<file path="config.mk">
export PLATFORM = sky130hd
export DESIGN_NAME = if_fetch_stage
export DESIGN_NICKNAME = d
export VERILOG_FILES = /design/src/rtl/if_fetch_stage.sv
export SDC_FILE = /design/constraint.sdc
export NUM_CORES = 1
export LEC_CHECK = 0
export CAP_MARGIN = 25
export CORE_UTILIZATION = 45
export CTS_CLUSTER_DIAMETER = 120
export DETAILED_ROUTE_END_ITERATION = 8
export PLACE_DENSITY = 0.82
export SLEW_MARGIN = 20
export SYNTH_ARGS = -nofsm -noshare
export SYNTH_HDL_FRONTEND = slang
export SYNTH_SLANG_ARGS = --single-unit
</file>
<file path="constraint.sdc">
create_clock -name clk -period 1.7 [get_ports clk]
set_input_delay 0.17 -clock clk [delete_from_list [all_inputs] [get_ports clk]]
set_output_delay 0.17 -clock clk [all_outputs]
set_load 0.005 [all_outputs]
</file>
<file path="src/rtl/if_fetch_stage.sv">
// -----------------------------------------------------------------------------
// if_fetch_stage
//
// Instruction-fetch stage sitting between the next-PC selector and the ID
// stage. It owns the fetch PC, issues one instruction-memory request at a
// time, drops wrong-path responses after a control transfer, buffers a
// response that lands while ID is stalled, and drives the IF/ID register.
//
// Parameters
//   RESET_PC      PC value loaded on reset
//
// Ports
//   clk           clock; all state updates on the rising edge
//   rst_n         synchronous active-low reset
//   pc_in         next PC from the next-PC selector (pc_f+4 or a target)
//   redirect      control transfer taken this cycle; pc_in is the target
//   stall_f       hazard stall: hold IF/ID outputs, issue no new request
//   pc_f          current fetch PC
//   imem_req      memory request valid
//   imem_addr     request address (always equal to pc_f)
//   imem_ready    memory accepts the request this cycle
//   imem_rvalid   response valid, at least one cycle after acceptance
//   imem_rdata    response instruction word
//   inst_d        instruction to ID
//   pc_d          PC of inst_d
//   inst_valid_d  inst_d/pc_d valid (0 = bubble)
// -----------------------------------------------------------------------------
module if_fetch_stage #(
   parameter logic [31:0] RESET_PC = 32'h0000_0000
) (
   input  logic        clk,
   input  logic        rst_n,
   input  logic [31:0] pc_in,
   input  logic        redirect,
   input  logic        stall_f,
   output logic [31:0] pc_f,
   output logic        imem_req,
   output logic [31:0] imem_addr,
   input  logic        imem_ready,
   input  logic        imem_rvalid,
   input  logic [31:0] imem_rdata,
   output logic [31:0] inst_d,
   output logic [31:0] pc_d,
   output logic        inst_valid_d
);

   // S_REQ  : ready to issue a request for pc_f
   // S_WAIT : request accepted, waiting for its response
   // S_DROP : request accepted but made stale by a redirect; eat its response
   // S_HOLD : response captured in the hold buffer while ID was stalled
   typedef enum logic [1:0] {
      S_REQ  = 2'd0,
      S_WAIT = 2'd1,
      S_DROP = 2'd2,
      S_HOLD = 2'd3
   } state_t;

   state_t      state_q, state_d;

   logic [31:0] pc_f_q,         pc_f_d;
   logic [31:0] req_pc_q,       req_pc_d;
   logic [31:0] buf_q,          buf_d;
   logic [31:0] inst_d_q,       inst_d_d;
   logic [31:0] pc_d_q,         pc_d_d;
   logic        inst_valid_d_q, inst_valid_d_d;

   // Decoded per-cycle actions from the output process.
   logic        accept;
   logic        deliver;
   logic        capture;
   logic [31:0] deliver_inst;

   // ---------------------------------------------------------------------------
   // FSM state register
   // ---------------------------------------------------------------------------
   always_ff @(posedge clk) begin
      if (!rst_n) begin
         state_q <= S_REQ;
      end else begin
         state_q <= state_d;
      end
   end

   // ---------------------------------------------------------------------------
   // FSM next-state logic. redirect wins over stall_f in every state.
   // ---------------------------------------------------------------------------
   always_comb begin
      state_d = state_q;
      case (state_q)
         S_REQ: begin
            if (!redirect && accept) begin
               state_d = S_WAIT;
            end
         end
         S_WAIT: begin
            if (redirect) begin
               // A response in the same cycle as the redirect is simply thrown
               // away; otherwise the stale response is still on its way.
               state_d = imem_rvalid ? S_REQ : S_DROP;
            end else if (imem_rvalid) begin
               state_d = stall_f ? S_HOLD : S_REQ;
            end
         end
         S_DROP: begin
            // A further redirect only updates pc_f; the stale response is
            // still the one event that frees the memory port.
            if (imem_rvalid) begin
               state_d = S_REQ;
            end
         end
         S_HOLD: begin
            if (redirect || !stall_f) begin
               state_d = S_REQ;
            end
         end
         default: begin
            state_d = S_REQ;
         end
      endcase
   end

   // ---------------------------------------------------------------------------
   // FSM output logic
   // ---------------------------------------------------------------------------
   always_comb begin
      imem_req     = 1'b0;
      deliver      = 1'b0;
      capture      = 1'b0;
      deliver_inst = imem_rdata;
      case (state_q)
         S_REQ: begin
            imem_req = !stall_f && !redirect;
         end
         S_WAIT: begin
            deliver      = imem_rvalid && !redirect && !stall_f;
            capture      = imem_rvalid && !redirect &&  stall_f;
            deliver_inst = imem_rdata;
         end
         S_DROP: begin
            deliver = 1'b0;
         end
         S_HOLD: begin
            deliver      = !redirect && !stall_f;
            deliver_inst = buf_q;
         end
         default: begin
            imem_req = 1'b0;
         end
      endcase
   end

   assign accept = imem_req && imem_ready;

   // ---------------------------------------------------------------------------
   // PC, request-PC and hold-buffer next values
   // ---------------------------------------------------------------------------
   always_comb begin
      pc_f_d   = pc_f_q;
      req_pc_d = req_pc_q;
      buf_d    = buf_q;

      // pc_f only moves on an accepted request or a redirect; both take pc_in.
      if (redirect || accept) begin
         pc_f_d = pc_in;
      end

      // Remember which PC the outstanding request belongs to.
      if (accept) begin
         req_pc_d = pc_f_q;
      end

      if (capture) begin
         buf_d = imem_rdata;
      end else if (state_q == S_HOLD && redirect) begin
         buf_d = 32'h0000_0000;
      end
   end

   // ---------------------------------------------------------------------------
   // IF/ID register next values: flush, then hold, then load, else bubble
   // ---------------------------------------------------------------------------
   always_comb begin
      inst_d_d       = inst_d_q;
      pc_d_d         = pc_d_q;
      inst_valid_d_d = 1'b0;

      if (redirect) begin
         inst_valid_d_d = 1'b0;
      end else if (stall_f) begin
         inst_valid_d_d = inst_valid_d_q;
      end else if (deliver) begin
         inst_d_d       = deliver_inst;
         pc_d_d         = req_pc_q;
         inst_valid_d_d = 1'b1;
      end
   end

   // ---------------------------------------------------------------------------
   // Datapath registers
   // ---------------------------------------------------------------------------
   always_ff @(posedge clk) begin
      if (!rst_n) begin
         pc_f_q         <= RESET_PC;
         req_pc_q       <= 32'h0000_0000;
         buf_q          <= 32'h0000_0000;
         inst_d_q       <= 32'h0000_0000;
         pc_d_q         <= 32'h0000_0000;
         inst_valid_d_q <= 1'b0;
      end else begin
         pc_f_q         <= pc_f_d;
         req_pc_q       <= req_pc_d;
         buf_q          <= buf_d;
         inst_d_q       <= inst_d_d;
         pc_d_q         <= pc_d_d;
         inst_valid_d_q <= inst_valid_d_d;
      end
   end

   assign pc_f         = pc_f_q;
   assign imem_addr    = pc_f_q;
   assign inst_d       = inst_d_q;
   assign pc_d         = pc_d_q;
   assign inst_valid_d = inst_valid_d_q;

endmodule

</file>
==> metrics, run 1 <==
status=finished, final reports clean; clock sinks=163; Crit Path Class=reg2out; number of synthesized flops with an enable pin=0; HP Class=in2reg; CTS tree=done; Seq/Total Area, Yosys=51.0%; Tot Pwr=8.94 mW; Post-Syn Nets=696; final setup vio count=0; CP arrival=1.46 ns; Clock transition at path regs=0.06 ns; Fin. Hold Viols=0; leading area contributor after synthesis=dfxtp_1; Syn Area/Cell=10.2 sq um; Final Net Count=852; Post-Syn Area=6390 sq um; Core Region=13900 sq um; Final Max Tran Viols=0; DP Cell Count=943; setup bufs post-CTS=0; initial antenna violation count=0; Max Cap Viol=0; Finished Layout Cells=975; placed cell area=8400 sq um; Hold Path End=state_q[0]; GRT Total Usage=21.9%; antenna diode count=0; RR Startpoint=state_q[0]; DR WL/cell=16.2 um; num ports=200; # rows=43; die width=121 um; Final Skew=0.00577 ns; asr flop ratio synth=0%; Critical Path RT=1.53 ns; H-Tree Depth=4; final routed DRC violation total=0; I/O Buffers=199; Hold Worst Slack=0.0720 ns; initial DRC count=442; commonest non-fill, non-tap cell in the layout=clkdlybuf4s50_1; layout cells sized above 1=7.80%; f_max=0.614 GHz; worst-margin pin slew=0.483 ns; worst r2r path cells=3; Synth Flop Type=dfxtp_1; crit share post-route=95.8%; routed vias=5071; largest net degree at the start of global routing=117; synth top area cells=dfxtp_1, mux2i_1, nand2_1, a22o_1, buf_4; Pre-Repair DR Iteration Count=7; Hold Path Origin=rst_n; via density per instance=5.20; first-pass GRT wire length=24800 um; Routability Congestion=0.825; Hold Buf Count CTS=0; pwr/cell area=988 nW/um^2; Startpoint Class=flip-flop; area grow syn2layout=41.6%; Leakage=3.99 nW; hold path cells=2; initial core utilization=46.1%; Final ANT Viol Nets=0; Cells after Synth=626; Die Ht=121 um; Critical Path End Type=primary output; synth warn=0; clock latency on the worst-skew pair=0.42 ns; CP Max Fanout=8; Remaining Overflow, GRT=0; Slew headroom=67.8%; root buffer cell=clkbuf_16; Yosys cell types=32; Max IR drop VDD=620 uV; top-area cell type share of the netlist area=51.0%; fillcell total=1039; min Tclk post-route=1.63 ns; Synth Register Bits=163; final instance area=9050 sq um; clk buf depth=2; Num CTS Buffers=17; vias in the first global route=4942; DPL Wire Length=10500 um; most frequent cells in the layout=clkdlybuf4s50_1, dfxtp_1, nand2_1; Reg2Reg Setup Slack=0.09 ns; Detailed Route WL=15800 um; r2r endpoint=inst_d[11]; RSZ-0062 raised after global routing=true; die footprint=14700 sq um
==> sequential cells by signal (all words and copies together) (netlist names) <==
register / cells
inst_d: 32
state_q: 2
imem_addr: 32
buf_q: 32
req_pc_q: 32
inst_valid_d: 1
pc_d: 32
==> cell usage after synthesis (all sizes together) (2+ instances only) <==
cell,count
o211ai,32
a21oi,3
nand2,132
or3b,2
clkbuf,27
o21ai,32
dfxtp,163
nor2,3
buf,56
mux2i,128
a22o,32
==> power breakdown <==
part,internal (mW),switching [mW]
combinational,0.487,0.347
clock,2.59,1.54
sequential,3.91,0.0663
total,6.98,1.96
==> metrics by stage <==
stage | utilization, % | worst slack (ns) | TNS [ns]
floorplan | - | 0.195 | 0
global placement | 60.5 | -0.193 | -14.17
detailed placement | 60.5 | -0.184 | -18.09
CTS | 65.2 | 0.0482 | 0
global route | 65.2 | -0.0234 | -0.0234
finish | 65.2 | 0.0717 | 0
==> routing by layer <==
layer | GRT usage [%] | vias up | part of all wire, %
met5 | 0 | - | 0
met3 | 5.78 | 25 | 5.8
met4 | 8.64 | 0 | 1.6
met2 | 37.2 | 178 | 49
met1 | 26.2 | 2400 | 43
li1 | - | 2468 | -
==> critical path, stage by stage, from the launching register on <==
cell	delay (ns)
dfxtp_4	0.37
nor4_2	0.27
buf_4	0.15
dlygate4sd2_1	0.25
==> timing repair <==
item | CTS | global route
endpoints found under the setup margin | 1 | 3
pin swaps | 1 | 0
resized for setup | 4 | 2
==> area by class of cell <==
cell class | count | area (sq um) | area share, %
clock buffer | 21 | 470 | 5.20
multi-input combinational | 379 | 2650 | 29.3
tap | 180 | 225 | 2.49
sequential | 163 | 3270 | 36.1
timing repair buffer | 220 | 2260 | 25.0
clock inverter | 11 | 174 | 1.92
inverter | 1 | 3.75 | 0.0415
==> cells by family after synthesis <==
family / synth area share [%]
multiplexers: 20.0
buffers and inverters: 7.87
AO/OA/AOI/OAI: 11.7
AND/OR/NAND/NOR: 9.36
flip-flops: 51.0
==> worst max path at each step <==
stage               start     endpoint  slack (ns)  cells past startpoint
3_5_place_dp      stall_f   inst_d[31]       -0.18                      4
4_1_cts        state_q[0]   inst_d[31]        0.05                      3
3_3_place_gp      stall_f     imem_req       -0.19                      5
2_1_floorplan  state_q[1]  req_pc_q[0]        0.19                      5
5_1_grt        state_q[1]     imem_req       -0.02                      3
6_report       state_q[1]     imem_req        0.07                      3
Note: power is estimated with default switching activity, not from simulation.
==> run 2, diff against run 1 <==
- clock period: 1.7 -> 1.85 ns (I/O delays scaled with it)
==> metrics, run 2 (synthesis gave the netlist of run 1 again) <==
clock sinks=163 (unchanged); CP Max Fanout=32 (+24); HP Class=in2reg; Finished Layout Cells=972 (-0.31%); Remaining Overflow, GRT=0 (unchanged); I/O Buffers=199 (unchanged); Critical Path End Type=flip-flop; Routability Congestion=0.788 (-4.5%); RSZ-0062 raised after global routing=false; Pre-Repair DR Iteration Count=5 (-2); Slew headroom=68.8% (+1.0 points); largest net degree at the start of global routing=117 (unchanged); clk buf depth=2 (unchanged); most frequent cells in the layout=clkdlybuf4s50_1, dfxtp_1, nand2_1; worst-margin pin slew=0.468 ns (-0.0157 ns); # rows=43 (unchanged); DP Worst Slack=-0.0790 ns (+0.105 ns); Detailed Route WL=15700 um (-0.73%); crit share post-route=89.9%; CP arrival=2.00 ns (+0.54 ns); DPL Wire Length=10500 um (-0.27%); final routed DRC violation total=0 (unchanged); routed vias=5162 (+1.8%); pwr/cell area=895 nW/um^2 (-9.4%); Startpoint Class=flip-flop; min Tclk post-route=1.66 ns; root buffer cell=clkbuf_16; Hold Buf Count CTS=0 (unchanged); Critical Path RT=2.19 ns (+0.66 ns); Final Max Tran Viols=0 (unchanged); die footprint=14700 sq um (unchanged); vias in the first global route=4931 (-0.22%); layout cells sized above 1=7.08% (-0.72 points); Clock transition at path regs=0.06 ns (about the same); initial DRC count=333 (-25%); Leakage=3.95 nW (-1.0%); Final ANT Viol Nets=0 (unchanged); Crit Path Class=reg2reg; Final Skew=0.00780 ns (+0.00203 ns); initial antenna violation count=1 (+1); CTS tree=done; Num CTS Buffers=17 (unchanged); initial core utilization=46.1% (unchanged); DR WL/cell=16.2 um (-0.42%); Die Ht=121 um (unchanged); via density per instance=5.31 (+2.1%); clock latency on the worst-skew pair=0.42 ns (about the same); DP Cell Count=939 (-0.42%); Fin. Hold Viols=0 (unchanged); f_max=0.601 GHz; Final Net Count=850 (-0.23%); H-Tree Depth=4 (unchanged); fin worst setup slack=0.187 ns (+0.115 ns); Max Cap Viol=0 (unchanged); first-pass GRT wire length=24400 um (-1.6%); die width=121 um (unchanged); Max IR drop VDD=567 uV (-8.5%); commonest non-fill, non-tap cell in the layout=clkdlybuf4s50_1; num ports=200 (unchanged); GRT Total Usage=21.5% (-0.34 points); Core Region=13900 sq um (unchanged); area grow syn2layout=40.4%; status=finished, final reports clean; final setup vio count=0 (unchanged); Tot Pwr=8.03 mW (-10%)
==> run 2: path summary, 6_finish.rpt <==
path                     end  cells past startpoint  slack [ns]       start
setup / recovery   inst_d[0]                      3        0.19  state_q[0]
hold / removal    state_q[0]                      2        0.07       rst_n
setup reg to reg   inst_d[0]                      3        0.19  state_q[0]
hold reg to reg      pc_d[7]                      2        0.46     pc_d[7]
==> run 2: stage by stage <==
step	hold WS, ns	util [%]	area, sq um	TNS (ns)
2_1_floorplan	0.310	-	6390	0
3_3_place_gp	0.442	60.1	8340	-0.0923
3_5_place_dp	0.450	60.1	8340	-1.32
4_1_cts	0.0404	64.6	8970	0
5_1_grt	0.0604	64.6	8970	0
6_report	0.0663	64.6	8970	0
==> run 2: what timing repair did <==
action / 4_1_cts / 5_1_grt
resized for setup: 5 / 0
setup buffers: 2 / 0
setup endpoints to repair: 1 / 0
==> run 2: layer usage <==
metal	global-route usage (%)	wire, um	vias up
met3	6.63	1140	24
li1	-	-	2461
met1	25.7	6490	2470
met2	36.5	7850	207
met5	0	0	-
met4	7.41	240	0
==> run 2: power by group <==
part	switching [mW]	total [mW]	internal (mW)
clock	1.34	3.62	2.28
combinational	0.317	0.759	0.442
sequential	0.0595	3.65	3.59
==> run 2: cell type report <==
class	instances	area, sq um
antenna	1	2.50
timing repair buffer	218	2220
multi-input combinational	379	2650
inverter	1	3.75
tap	180	225
clock inverter	9	156
fill	1044	4910
sequential	163	3270
clock buffer	21	450
==> run 2: critical path, cell delays in order, from the launching register on <==
cell     delay [ns]
dfxtp_1        0.39
or3b_1         0.41
or3b_4         0.57
o21ai_0        0.22
